`config.mk`:
```
export PLATFORM = sky130hd
export DESIGN_NAME = countdown16_flat
export DESIGN_NICKNAME = d
export VERILOG_FILES = /design/src/rtl/countdown16_pkg.sv /design/src/rtl/countdown16_if.sv /design/src/rtl/countdown16_dec16.sv /design/src/rtl/countdown16.sv /design/src/flat_wrapper.sv
export SDC_FILE = /design/constraint.sdc
export NUM_CORES = 1
export LEC_CHECK = 0
export CAP_MARGIN = 20
export CORE_AREA = 2 2 78 65
export DETAILED_ROUTE_END_ITERATION = 10
export DIE_AREA = 0 0 80 67
export PLACE_DENSITY = 0.72
export SLEW_MARGIN = 20
export SYNTH_ARGS = -nofsm -noshare
export SYNTH_HDL_FRONTEND = slang
export SYNTH_SLANG_ARGS = --single-unit
```
`constraint.sdc`:
```
create_clock -name clk -period 1.9 [get_ports clk]
set_input_delay 0.38 -clock clk [delete_from_list [all_inputs] [get_ports clk]]
set_output_delay 0.38 -clock clk [all_outputs]
set_load 0.02 [all_outputs]
```
`src/rtl/countdown16_pkg.sv`:
```
// countdown16 shared definitions.
// Default width and run-state encoding used by the RTL and the bench.
package countdown16_pkg;

  localparam int DEF_WIDTH = 16;

  typedef enum logic [1:0] {
    IDLE = 2'd0,
    RUN  = 2'd1,
    HOLD = 2'd2
  } state_t;

endpackage

```
`src/rtl/countdown16_if.sv`:
```
// countdown16 control/status bundle.
// The master drives load/start/pause/reload_en; the counter reports count/busy/done.
interface countdown16_if
  import countdown16_pkg::*;
#(
  parameter int WIDTH = DEF_WIDTH
) ();

  logic             load;
  logic [WIDTH-1:0] load_value;
  logic             start;
  logic             pause;
  logic             reload_en;
  logic [WIDTH-1:0] count;
  logic             busy;
  logic             done;

  modport master (
    output load,
    output load_value,
    output start,
    output pause,
    output reload_en,
    input  count,
    input  busy,
    input  done
  );

  modport slave (
    input  load,
    input  load_value,
    input  start,
    input  pause,
    input  reload_en,
    output count,
    output busy,
    output done
  );

endinterface

```
`src/rtl/countdown16_dec16.sv`:
```
// dec16: WIDTH-bit decrementer, companion of the incrementer.
// Adds all-ones and drops the carry, so out = in - 1 mod 2^WIDTH.
module dec16
  import countdown16_pkg::*;
#(
  parameter int WIDTH = DEF_WIDTH
) (
  input  logic [WIDTH-1:0] in,
  output logic [WIDTH-1:0] out
);

  logic [WIDTH-1:0] w_ones;

  assign w_ones = {WIDTH{1'b1}};
  assign out    = in + w_ones;

endmodule

```
`src/rtl/countdown16.sv`:
```
// countdown16: loadable down-counter with start, pause and auto-reload.
// Pulses done for one cycle when the count reaches zero or reloads.
module countdown16
  import countdown16_pkg::*;
#(
  parameter int WIDTH = DEF_WIDTH
) (
  input  logic         clk,
  input  logic         reset,
  countdown16_if.slave bus
);

  localparam logic [WIDTH-1:0] ZERO = '0;
  localparam logic [WIDTH-1:0] ONE  = {{(WIDTH-1){1'b0}}, 1'b1};

  state_t           r_state;
  state_t           w_state_nxt;
  logic [WIDTH-1:0] r_count;
  logic [WIDTH-1:0] r_reload;
  logic [WIDTH-1:0] w_count_nxt;
  logic [WIDTH-1:0] w_reload_nxt;
  logic [WIDTH-1:0] w_dec;
  logic             r_done;
  logic             r_busy;
  logic             w_done_nxt;
  logic             w_reload_ok;

  dec16 #(
    .WIDTH(WIDTH)
  ) u_dec (
    .in (r_count),
    .out(w_dec)
  );

  // A zero reload value would wrap to all-ones, so treat it as no reload.
  assign w_reload_ok = bus.reload_en && (r_reload != ZERO);

  always_comb begin
    w_state_nxt  = r_state;
    w_count_nxt  = r_count;
    w_reload_nxt = r_reload;
    w_done_nxt   = 1'b0;
    if (bus.load) begin
      w_count_nxt  = bus.load_value;
      w_reload_nxt = bus.load_value;
      w_state_nxt  = IDLE;
    end else begin
      unique case (r_state)
        IDLE: begin
          if (bus.start && (r_count != ZERO))
            w_state_nxt = RUN;
        end
        RUN: begin
          if (bus.pause) begin
            w_state_nxt = HOLD;
          end else if (r_count == ZERO) begin
            w_state_nxt = IDLE;
          end else if (r_count == ONE) begin
            w_done_nxt = 1'b1;
            if (w_reload_ok) begin
              w_count_nxt = r_reload;
            end else begin
              w_count_nxt = ZERO;
              w_state_nxt = IDLE;
            end
          end else begin
            w_count_nxt = w_dec;
          end
        end
        HOLD: begin
          if (!bus.pause)
            w_state_nxt = RUN;
        end
        default: begin
          w_state_nxt = IDLE;
        end
      endcase
    end
  end

  always_ff @(posedge clk) begin
    if (reset) begin
      r_state  <= IDLE;
      r_count  <= ZERO;
      r_reload <= ZERO;
      r_done   <= 1'b0;
      r_busy   <= 1'b0;
    end else begin
      r_state  <= w_state_nxt;
      r_count  <= w_count_nxt;
      r_reload <= w_reload_nxt;
      r_done   <= w_done_nxt;
      r_busy   <= (w_state_nxt != IDLE);
    end
  end

  assign bus.count = r_count;
  assign bus.busy  = r_busy;
  assign bus.done  = r_done;

endmodule

```
`src/flat_wrapper.sv`:
```
// flat-port wrapper written by rule: the top's interface ports become plain ports
module countdown16_flat import countdown16_pkg::*;
#(
  parameter int WIDTH = DEF_WIDTH
)
  (clk, reset, bus_load, bus_load_value, bus_start, bus_pause, bus_reload_en, bus_count, bus_busy, bus_done);
  countdown16_if #(.WIDTH(WIDTH)) bus_i ();
  input  logic clk;
  input  logic reset;
  input wire logic [$bits(bus_i.load)-1:0] bus_load;
  input wire logic [$bits(bus_i.load_value)-1:0] bus_load_value;
  input wire logic [$bits(bus_i.start)-1:0] bus_start;
  input wire logic [$bits(bus_i.pause)-1:0] bus_pause;
  input wire logic [$bits(bus_i.reload_en)-1:0] bus_reload_en;
  output wire logic [$bits(bus_i.count)-1:0] bus_count;
  output wire logic [$bits(bus_i.busy)-1:0] bus_busy;
  output wire logic [$bits(bus_i.done)-1:0] bus_done;
  assign bus_i.load = bus_load;
  assign bus_i.load_value = bus_load_value;
  assign bus_i.start = bus_start;
  assign bus_i.pause = bus_pause;
  assign bus_i.reload_en = bus_reload_en;
  assign bus_count = bus_i.count;
  assign bus_busy = bus_i.busy;
  assign bus_done = bus_i.done;
  countdown16 #(.WIDTH(WIDTH)) u_core (.clk(clk), .reset(reset), .bus(bus_i));
endmodule
```
==> results.cfg <==
[run_status]
status = complete, but fails checks
violations = negative setup slack

[setup_path]
crit_start = u_core.bus.count[1]
endpoint = u_core.bus.count[14]
r2r-start = u_core.bus.count[1]
reg2reg_setup_slack_ns = -0.08
arrival_ns = 2.17
critPathSlowestCell = dfxtp_4
end_kind = flip-flop
rr_worst_depth = 9
reg2reg_to = u_core.bus.count[14]
crit_chain = inv_4 -> buf_6 -> ha_4 -> nor4b_4 -> buf_4 -> nand4_1 -> xnor2_2 -> a21oi_4 -> a2111oi_4
critical_path.max_stage_delay_ns = 0.36
setup.worst_path.class = reg -> reg
startpoint_type = flip-flop
path_max_fanout = 5
crit_required_ns = 2.09

[synthesis]
synth_nets = 275
synth_cell_types = 50
synth_ff_type = dfxtp_1
synth-seq-area-share_pct = 35.3
yosysWarnings = 0
synth_area_leaders = dfxtp_1 35%, a21oi_1 5.9%, nor2_1 4.8%
async_flop_share_pct = 0
syn_inst = 250
syn_avg_cell_area_um2 = 8.16
synth_top_area_share_pct = 35.3
synth_area_um2 = 2040
ys_ff_latch = 36
synth-edff-count = 0
yosys.area.top_type = dfxtp_1

[worst_hold_path]
min_path_cells = 2
hold_path_class = reg -> reg

[global_routing]
antenna_found_initial = 0
gr-usage-all-layers_pct = 24.7
grt_pass1_vias = 2075
grt_max_degree = 18
grt_overflow = 0
grt_pass1_wl_um = 10100

[clocking]
cts-root-buf = clkbuf_8
hold_buffers = 0
htreeDepth = 2
worstSkewPairLatency_ns = 0.29
cts.sinks = 36
cts_tree = built
clockBufferDepth = 2
path_clk_slew_ns = 0.07
cts_made_buffers = 5

[detailed_routing]
drt-total-wl_um = 6770
drt_iter0_drc = 194
dr_total_vias = 2337
postRouteAntennaNets = 0
viasPerCell = 5.77
wl_per_cell_um = 16.7
drc = 0
first_pass_iters = 4

[floorplan]
ios = 40
core_um2 = 4510
start_util_pct = 45.2
placementRows = 22
dieWidth_um = 80
die_area_um2 = 5360
die_y_um = 67

[sta]
final.period_utilization_pct = 104
clock.fmax_mhz = 506
fin_skew_ns = 0.00685
timing.final.ws_setup_ns = -0.0778
slew_headroom_pct = 76.9
final_max_slew_viol_count = 0
hold_violations = 0
period_needed_ns = 1.98
rsz0062_at_grt = true
tightest_slew_ns = 0.344
finalSetupViolCount = 5

[layout]
synthToLayoutAreaGrowth_pct = 57.9
layout_commonest_cell = buf_4
instances_no_fill = 405
final_cell_mix = 53 x buf_4, 38 x clkdlybuf4s50_1, 31 x dfxtp_1
diodes = 0
layout.nets = 369
drive_above_1_share_pct = 30.7
nFillCells = 349

[pwr]
power_leakage_nw = 1.29
vdd_ir_drop_max_v = 0.000482
power_density_nw_per_um2 = 672

[placed_design]
hpwl_um = 4510
io_buffers = 39
gp_congestion = 0.861
place_ws_ns = -0.0673
dp.cells = 386

[job]
drv_cap = 0
==> power by group <==
group	leakage (nW)	internal [mW]	switching, mW
logic	0.945	0.371	0.346
clock network	0.0455	0.296	0.281
registers	0.300	0.804	0.0653
total	1.29	1.47	0.692
==> worst min-delay path by stage <==
stage / start / end / slack, ns
2_1_floorplan: u_core.r_reload[6] / u_core.r_reload[6] / 0.46
3_3_place_gp: u_core.r_reload[4] / u_core.r_reload[4] / 0.47
3_5_place_dp: u_core.r_reload[2] / u_core.r_reload[2] / 0.48
4_1_cts: u_core.r_reload[2] / u_core.r_reload[2] / 0.49
5_1_grt: u_core.r_reload[6] / u_core.r_reload[6] / 0.53
6_report: u_core.r_reload[6] / u_core.r_reload[6] / 0.50
==> routing by layer <==
metal | track usage (%) | part of all wire (%) | vias up
li1 | - | - | 1096
met1 | 35.1 | 46 | 1137
met2 | 37.5 | 45 | 88
met3 | 5.69 | 7.1 | 16
met4 | 6.57 | 1.7 | 0
met5 | 0 | 0 | -
==> kinds of logic (layout without fill, tap and decap cells) <==
| family | Yosys count | after routing | synth area share, % |
|---|---|---|---|
| AOI/OAI and AO/OA | 60 | 60 | 19.4 |
| xor gates and xnor gates | 11 | 11 | 4.72 |
| adders and majority gates | 3 | 3 | 1.84 |
| buffers and inverters | 21 | 116 | 4.60 |
| DFF | 36 | 36 | 35.3 |
| muxes | 6 | 6 | 3.01 |
| and+or+nand+nor | 113 | 113 | 31.0 |
==> flip-flops by register name (all words and copies together), names as in the netlist <==
register          flops
u_core.r_reload      16
u_core.bus.busy       1
u_core.r_state        2
u_core.bus.count     16
u_core.bus.done       1
==> cells in the mapped netlist, types with 5 or more instances <==
cell type	count
clkbuf_1	7
nor3_1	10
nand2_1	21
nand3_1	13
nor2_1	26
mux2i_1	5
inv_1	9
dfxtp_1	36
xor2_1	8
a211oi_1	6
nand2b_1	9
nor4_1	5
o21ai_0	10
a21oi_1	24
==> what timing repair did <==
item	4_1_cts	5_1_grt
pin swaps	3	21
endpoints found under the setup margin	6	18
setup buffers	3	9
resized for setup	6	38
cloned	0	0
==> stage by stage <==
stage | hold WS, ns | power [mW] | utilization (%) | instance area (um2) | TNS [ns]
after global routing | 0.533 | 2.26 | 71.3 | 3220 | -1.19
after detailed placement | 0.476 | 1.49 | 63.1 | 2850 | -0.334
final | 0.503 | 2.16 | 71.3 | 3220 | -0.195
after floorplan | 0.458 | 1.19 | - | 2070 | 0
after global placement | 0.467 | 1.48 | 63.1 | 2850 | -0.00986
after CTS | 0.487 | 2.07 | 66.1 | 2980 | 0
==> critical path, delay by kind of cell (launching register included) <==
| family | cells | cell delay (ns) |
|---|---|---|
| compound gates | 2 | 0.39 |
| xor+xnor | 1 | 0.25 |
| simple gates | 2 | 0.37 |
| fa+ha+maj | 1 | 0.14 |
| buf+inv | 3 | 0.37 |
| flops | 1 | 0.36 |
==> cell type report <==
type,count,area [um2],share of cell area (%)
Sequential cell,36,734,22.8
Clock buffer,8,90.1,2.80
Inverter,9,38.8,1.20
Multi-Input combinational cell,193,1400,43.6
Timing Repair Buffer,99,878,27.3
Tap cell,60,75.1,2.33
No activity file was read; power rests on OpenSTA's default activity.
